`src/rtl/ram_lsu_if.sv`:
```
// Request/response handshake bundle between a requester and the ram_lsu load/store sequencer.
interface ram_lsu_if #(
  parameter int ADDR_WIDTH = 9
) ();
  logic                  req_valid;
  logic                  req_ready;
  logic                  req_we;
  logic [1:0]            req_size;
  logic                  req_signed;
  logic [ADDR_WIDTH-1:0] req_addr;
  logic [31:0]           req_wdata;
  logic                  resp_valid;
  logic [31:0]           resp_rdata;
  logic                  resp_err;

  modport master (
    output req_valid, req_we, req_size, req_signed, req_addr, req_wdata,
    input  req_ready, resp_valid, resp_rdata, resp_err
  );

  modport slave (
    input  req_valid, req_we, req_size, req_signed, req_addr, req_wdata,
    output req_ready, resp_valid, resp_rdata, resp_err
  );
endinterface

```
`src/rtl/ram_lsu.sv`:
```
// Byte/half/word load-store sequencer in front of a word-wide RAM; sub-word stores use read-modify-write.
// Optional LSU_MISALIGN_ERR_EN: misaligned or size=11 requests are rejected with resp_err instead of being aligned down.
//
// state   | meaning
// IDLE    | waiting for a request, req_ready high
// READ    | RAM read strobe; capture word for load result or RMW merge
// WRITE   | RAM write strobe with full or merged word
// RESP    | one-cycle response pulse
module ram_lsu #(
  parameter int WORDS = 128
) (
  input  logic                     clk,
  input  logic                     reset,
  ram_lsu_if.slave                 bus,
  output logic [$clog2(WORDS)-1:0] ram_address,
  output logic                     ram_rdenable,
  output logic                     ram_wrenable,
  output logic [31:0]              ram_data_in,
  input  logic [31:0]              ram_data_out
);
  localparam int ADDR_WIDTH = $clog2(WORDS) + 2;
  localparam int WA         = $clog2(WORDS);

  localparam logic [1:0] S_IDLE  = 2'd0;
  localparam logic [1:0] S_READ  = 2'd1;
  localparam logic [1:0] S_WRITE = 2'd2;
  localparam logic [1:0] S_RESP  = 2'd3;

  logic [1:0]    state;
  logic          we_q;
  logic          sgn_q;
  logic [1:0]    size_q;
  logic [1:0]    lane_q;
  logic [WA-1:0] word_addr_q;
  logic [15:0]   wdata_q;
  logic [31:0]   rdata_q;
  logic          err_q;

  logic [1:0]    size_n;
  logic [1:0]    lane_n;
  logic          err_req;
  logic [7:0]    rd_byte;
  logic [15:0]   rd_half;
  logic [31:0]   load_res;
  logic [31:0]   merged;

  // size=11 behaves as a word; low address bits below the access size are dropped
  always_comb begin
    size_n = bus.req_size;
    lane_n = bus.req_addr[1:0];
    if (size_n == 2'b11) size_n = 2'b10;
    if (size_n == 2'b01)      lane_n[0] = 1'b0;
    else if (size_n == 2'b10) lane_n    = 2'b00;
  end

`ifdef LSU_MISALIGN_ERR_EN
  assign err_req = (bus.req_size == 2'b11) ||
                   (bus.req_size == 2'b01 && bus.req_addr[0]) ||
                   (bus.req_size == 2'b10 && bus.req_addr[1:0] != 2'b00);
`else
  assign err_req = 1'b0;
`endif

  always_comb begin
    rd_byte = ram_data_out[{lane_q, 3'b000} +: 8];
    rd_half = ram_data_out[{lane_q[1], 4'b0000} +: 16];
    case (size_q)
      2'b00:   load_res = sgn_q ? {{24{rd_byte[7]}}, rd_byte} : {24'd0, rd_byte};
      2'b01:   load_res = sgn_q ? {{16{rd_half[15]}}, rd_half} : {16'd0, rd_half};
      default: load_res = ram_data_out;
    endcase
    merged = ram_data_out;
    if (size_q == 2'b00)      merged[{lane_q, 3'b000} +: 8]     = wdata_q[7:0];
    else if (size_q == 2'b01) merged[{lane_q[1], 4'b0000} +: 16] = wdata_q;
  end

  always_ff @(posedge clk or negedge reset) begin
    if (!reset) begin
      state       <= S_IDLE;
      we_q        <= 1'b0;
      sgn_q       <= 1'b0;
      size_q      <= 2'b00;
      lane_q      <= 2'b00;
      word_addr_q <= '0;
      wdata_q     <= 16'd0;
      rdata_q     <= 32'd0;
      err_q       <= 1'b0;
      ram_data_in <= 32'd0;
    end else begin
      case (state)
        S_IDLE: begin
          if (bus.req_valid) begin
            we_q        <= bus.req_we;
            sgn_q       <= bus.req_signed;
            size_q      <= size_n;
            lane_q      <= lane_n;
            word_addr_q <= bus.req_addr[ADDR_WIDTH-1:2];
            wdata_q     <= bus.req_wdata[15:0];
            if (err_req) begin
              rdata_q <= 32'd0;
              err_q   <= 1'b1;
              state   <= S_RESP;
            end else if (bus.req_we && size_n == 2'b10) begin
              ram_data_in <= bus.req_wdata;
              state       <= S_WRITE;
            end else begin
              state <= S_READ;
            end
          end
        end
        S_READ: begin
          if (we_q) begin
            ram_data_in <= merged;
            state       <= S_WRITE;
          end else begin
            rdata_q <= load_res;
            err_q   <= 1'b0;
            state   <= S_RESP;
          end
        end
        S_WRITE: begin
          rdata_q <= 32'd0;
          err_q   <= 1'b0;
          state   <= S_RESP;
        end
        S_RESP: state <= S_IDLE;
      endcase
    end
  end

  assign bus.req_ready  = (state == S_IDLE) && reset;
  assign bus.resp_valid = (state == S_RESP);
  assign bus.resp_rdata = rdata_q;
  assign bus.resp_err   = err_q;
  assign ram_address    = word_addr_q;
  assign ram_rdenable   = (state == S_READ);
  assign ram_wrenable   = (state == S_WRITE);
endmodule
```
`src/flat_wrapper.sv`:
```
// flat-port wrapper written by rule: the top's interface ports become plain ports
module ram_lsu_flat 
#(
  parameter int WORDS = 128
)
  (clk, reset, ram_address, ram_rdenable, ram_wrenable, ram_data_in, ram_data_out, bus_req_valid, bus_req_we, bus_req_size, bus_req_signed, bus_req_addr, bus_req_wdata, bus_req_ready, bus_resp_valid, bus_resp_rdata, bus_resp_err);
  ram_lsu_if bus_i ();
  input  logic clk;
  input  logic reset;
  output logic [$clog2(WORDS)-1:0] ram_address;
  output logic ram_rdenable;
  output logic ram_wrenable;
  output logic [31:0] ram_data_in;
  input  logic [31:0] ram_data_out;
  input wire logic [$bits(bus_i.req_valid)-1:0] bus_req_valid;
  input wire logic [$bits(bus_i.req_we)-1:0] bus_req_we;
  input wire logic [$bits(bus_i.req_size)-1:0] bus_req_size;
  input wire logic [$bits(bus_i.req_signed)-1:0] bus_req_signed;
  input wire logic [$bits(bus_i.req_addr)-1:0] bus_req_addr;
  input wire logic [$bits(bus_i.req_wdata)-1:0] bus_req_wdata;
  output wire logic [$bits(bus_i.req_ready)-1:0] bus_req_ready;
  output wire logic [$bits(bus_i.resp_valid)-1:0] bus_resp_valid;
  output wire logic [$bits(bus_i.resp_rdata)-1:0] bus_resp_rdata;
  output wire logic [$bits(bus_i.resp_err)-1:0] bus_resp_err;
  assign bus_i.req_valid = bus_req_valid;
  assign bus_i.req_we = bus_req_we;
  assign bus_i.req_size = bus_req_size;
  assign bus_i.req_signed = bus_req_signed;
  assign bus_i.req_addr = bus_req_addr;
  assign bus_i.req_wdata = bus_req_wdata;
  assign bus_req_ready = bus_i.req_ready;
  assign bus_resp_valid = bus_i.resp_valid;
  assign bus_resp_rdata = bus_i.resp_rdata;
  assign bus_resp_err = bus_i.resp_err;
  ram_lsu #(.WORDS(WORDS)) u_core (.clk(clk), .reset(reset), .bus(bus_i), .ram_address(ram_address), .ram_rdenable(ram_rdenable), .ram_wrenable(ram_wrenable), .ram_data_in(ram_data_in), .ram_data_out(ram_data_out));
endmodule
```
`config.mk`:
```
export PLATFORM = sky130hd
export DESIGN_NAME = ram_lsu_flat
export DESIGN_NICKNAME = d
export VERILOG_FILES = /design/src/rtl/ram_lsu_if.sv /design/src/rtl/ram_lsu.sv /design/src/flat_wrapper.sv
export SDC_FILE = /design/constraint.sdc
export NUM_CORES = 1
export LEC_CHECK = 0
export BUFFER_PORTS_ARGS = -buffer_cell sky130_fd_sc_hd__clkbuf_2
export CORE_ASPECT_RATIO = 0.5
export CORE_MARGIN = 1.5
export CORE_UTILIZATION = 40
export DETAILED_ROUTE_END_ITERATION = 12
export GPL_TIMING_DRIVEN = 0
export PLACE_DENSITY = 0.72
export SLEW_MARGIN = 20
export SYNTH_ARGS = -nofsm -noshare
export SYNTH_HDL_FRONTEND = slang
export SYNTH_SLANG_ARGS = --single-unit
```
`constraint.sdc`:
```
create_clock -name clk -period 1.8 [get_ports clk]
set_input_delay 0.18 -clock clk [delete_from_list [all_inputs] [get_ports clk]]
set_output_delay 0.18 -clock clk [all_outputs]
set_load 0.01 [all_outputs]
```
==> reports/metrics.yaml <==
outcome:
  result_of_the_run: "finished, violations left"
  violations_in_the_final_reports: "negative setup slack"
sta:
  maxSlewViolCount: 0
  fmax_ghz: 0.5268
  endpoints_failing_hold: 0
  period_needed_ns: 1.898
  post-route-period-util: 1.055
  hold_ws_ns: 0.05301
  setup-violations-final: 21
  timing.clock.skew_ns: 0.005541
  grt_setup_unrepaired: "true"
  timing.final.ws_setup_ns: -0.09841
setup_path:
  worstSetupStartpointType: "flop"
  required_time_at_the_endpoint_of_the_critical_path_ns: 2.08
  rr_endpoint: "u_core.ram_data_in[20]"
  timing.rr.start: "u_core.lane_q[0]"
  crit_end: "u_core.ram_data_in[20]"
  worstSetupEndpointType: "flop"
  critical-path-max-stage-delay_ns: 0.42
  critPathArrivalTime_ns: 2.18
  crit_path_cell_trace: "buf_6, inv_6, ha_4, buf_6, and3b_2, nand3_1, a311o_1, a21oi_1"
  worst-path-max-fanout: 4
  startpoint: "u_core.lane_q[0]"
  critical_path.most_common_cell: "buf_6"
  worst-r2r-setup-slack_ns: -0.1
  timing.critical_path.slowest_stage_cell: "a311o_1"
  criticalPathCategory: "reg -> reg"
  r2r_cells: 8
cells_and_area:
  num_antenna_cells: 0
  postLayoutCellArea_um2: 7476
  fin_util: 0.5755
  layout.cells.most_common_list: "clkbuf_2 (163), dfrtp_1 (93), o21ai_0 (38), a21oi_1 (38), mux2_2 (29)"
  area_growth_syn_to_layout_pct: 37.17
  fin_nets: 827
  layout_commonest_cell: "clkbuf_2"
  fill_cells: 1136
  layout-drive-gt1-share: 0.4514
synthesis:
  synth.avg_cell_area_um2: 10.02
  synth_cell_type_count: 56
  synthArstFlopShare: 1.000
  yosys_warnings: 0
  synth-seq-area-share: 0.4362
  ys_dominant_reg_cell: "dfrtp_1"
  synthesis.nets: 634
  synthesis.area_um2: 5450
  synth-seq-cells: 95
  synth_edf_count: 0
  netlist_instances: 544
cts:
  cts_tree: "done"
  path_clk_slew_ns: 0.07
  cts_max_path_buffers: 2
  ctsHtreeMaxLevel: 3
  cts_num_sinks: 95
  cts_root_buffer: "clkbuf_16"
  num_cts_buffers: 9
  clkLatencyLatePin_ns: 0.35
power:
  irDropWorstVdd_v: 0.0006924
  power.density_cell_area_nw_per_um2: 1879
  swShare: 0.4484
  static-leakage-power_uw: 0.003399
  internal_power_uw: 7750
  switching_power_uw: 6299
  power.clock.fraction: 0.137
  power.combinational.fraction: 0.592
  share_seq_of_total_power: 0.271
placement:
  gp_routability_congestion: 0.9462
  placement.cell_area_um2: 6495
  dp_hpwl_um: 14470
  io_buffer_count: 154
detailed_routing:
  drt-vias-per-instance: 6.187
  number_of_nets_with_antenna_violations_after_detailed_routing: 0
  detail_route.first_pass.iterations: 5
  drt_drc_violations_left: 0
  wire_per_inst_um: 22.27
  postRouteWirelength_um: 20260
  drt_iter0_markers: 739
  vias: 5630
floorplanning:
  die_x_um: 168.1
  start_util: 0.4196
  core.rowCount: 29
  core_um2: 12990
  floorplan.io_pins: 156
  die-area_um2: 14380
  die_h_um: 85.54
grt:
  total_routing_usage_gr: 0.2805
  grt_pass1_vias: 5302
  grt_pass1_wl_um: 30590
  antenna_violations_before_repair: 0
  residual_overflow_from_global_routing: 0
  grt_max_degree: 54
worst_hold_path:
  hold_path.class: "in -> reg"
run:
  maximum_capacitance_violations: 0
[metrics by stage]
stage               total power, uW  TNS, ns  instances  setup slack, ns
floorplan                      8003        0        544          0.01929
global placement              10220   -86.91        868          -0.8347
detailed placement            10370   -27.27        869          -0.4473
CTS                           13230  -0.8106        895         -0.05329
global route                  14820   -3.179        910          -0.1550
finish                        14050  -0.5987        910         -0.09841
[cell usage after synthesis (3+ instances only)]
cell,count,area (um^2)
o22ai_1,8,50.05
a211o_1,3,26.28
a21oi_1,46,230.2
a2bb2oi_1,5,43.79
mux2i_1,9,90.09
nand3_1,15,75.07
a311o_1,16,160.2
nand2b_1,28,175.2
a22oi_1,9,67.56
nand4_1,7,43.79
buf_2,10,50.05
clkbuf_1,26,97.59
a221o_1,22,220.2
mux2_2,29,326.6
inv_1,7,26.28
dfrtp_1,95,2377
buf_4,5,37.54
a221oi_1,8,70.07
o21ai_0,52,260.3
buf_6,3,33.78
nor2b_1,3,18.77
a21o_1,8,60.06
nor3_1,3,15.01
nand2_1,27,101.4
ha_1,10,125.1
o32ai_1,16,140.1
nor2_1,25,93.84
a22o_1,13,113.9
[cell families after synthesis]
| kind of cell | synth area share |
|---|---|
| other | 0.0006880 |
| multiplexers | 0.07645 |
| flip-flops | 0.4362 |
| AO/OA/AOI/OAI | 0.2929 |
| AND/OR/NAND/NOR | 0.1231 |
| buffers and inverters | 0.04775 |
| adder cells (fa/ha/maj) | 0.02296 |
[critical path: cells and delay by family, from the launching register on]
| kind | cells | cell delay, ns |
|---|---|---|
| fa+ha+maj | 1 | 0.27 |
| buf+inv | 3 | 0.27 |
| compound gates | 2 | 0.58 |
| simple gates | 2 | 0.35 |
| flops | 1 | 0.36 |
[cell type report]
cell class | instances | area [um^2] | area share
clock inverter | 5 | 58.81 | 0.007866
clock buffer | 9 | 225.2 | 0.03013
sequential | 95 | 2380 | 0.3183
multi-input combinational | 394 | 3157 | 0.4223
inverter | 9 | 55.05 | 0.007364
tap | 170 | 212.7 | 0.02845
timing repair buffer | 185 | 1066 | 0.1426
buffer | 43 | 321.6 | 0.04301
[flip-flops by register name, indices dropped and copies added (netlist names)]
name,count
u_core.ram_address,7
u_core.size_q,2
u_core.ram_data_in,32
u_core.lane_q,2
u_core.state,2
u_core.bus.resp_rdata,32
u_core.we_q,1
u_core.sgn_q,1
u_core.wdata_q,16
[power by group through the flow]
stage	clock, uW	sequential, uW	combinational, uW
after CTS	1940	3770	7520
after detailed placement	0	3800	6570
after global placement	0	3770	6450
final	1920	3810	8310
after global routing	2020	3900	8890
after floorplan	0	3890	4120
[layer usage]
metal | global-route usage | vias to the layer above | part of all wire
met5 | 0 | - | 0
met2 | 0.4136 | 313 | 0.43
met4 | 0.08442 | 0 | 0.023
met1 | 0.4041 | 2784 | 0.45
li1 | - | 2481 | -
met3 | 0.07568 | 52 | 0.098
[how the worst min path moves through the flow]
stage,startpoint,to,slack [ns],depth (start not counted)
after floorplan,reset,u_core.bus.resp_rdata[0],-0.12,0
after global placement,bus_req_addr[0],u_core.lane_q[0],0.41,2
after detailed placement,reset,u_core.ram_address[0],0.13,1
after CTS,bus_req_addr[4],u_core.ram_address[2],0.05,2
after global routing,bus_req_addr[3],u_core.ram_address[1],0.05,2
final,bus_req_addr[4],u_core.ram_address[2],0.05,2
[repair_timing]
item,in CTS,in global routing
setup endpoints to repair,88,68
pin swaps,14,15
buffers inserted,11,16
hold buffers,1,0
gates resized for setup,90,61
gates cloned,1,1
hold endpoints to repair,42,0
Note: power is estimated with default switching activity, not from simulation.
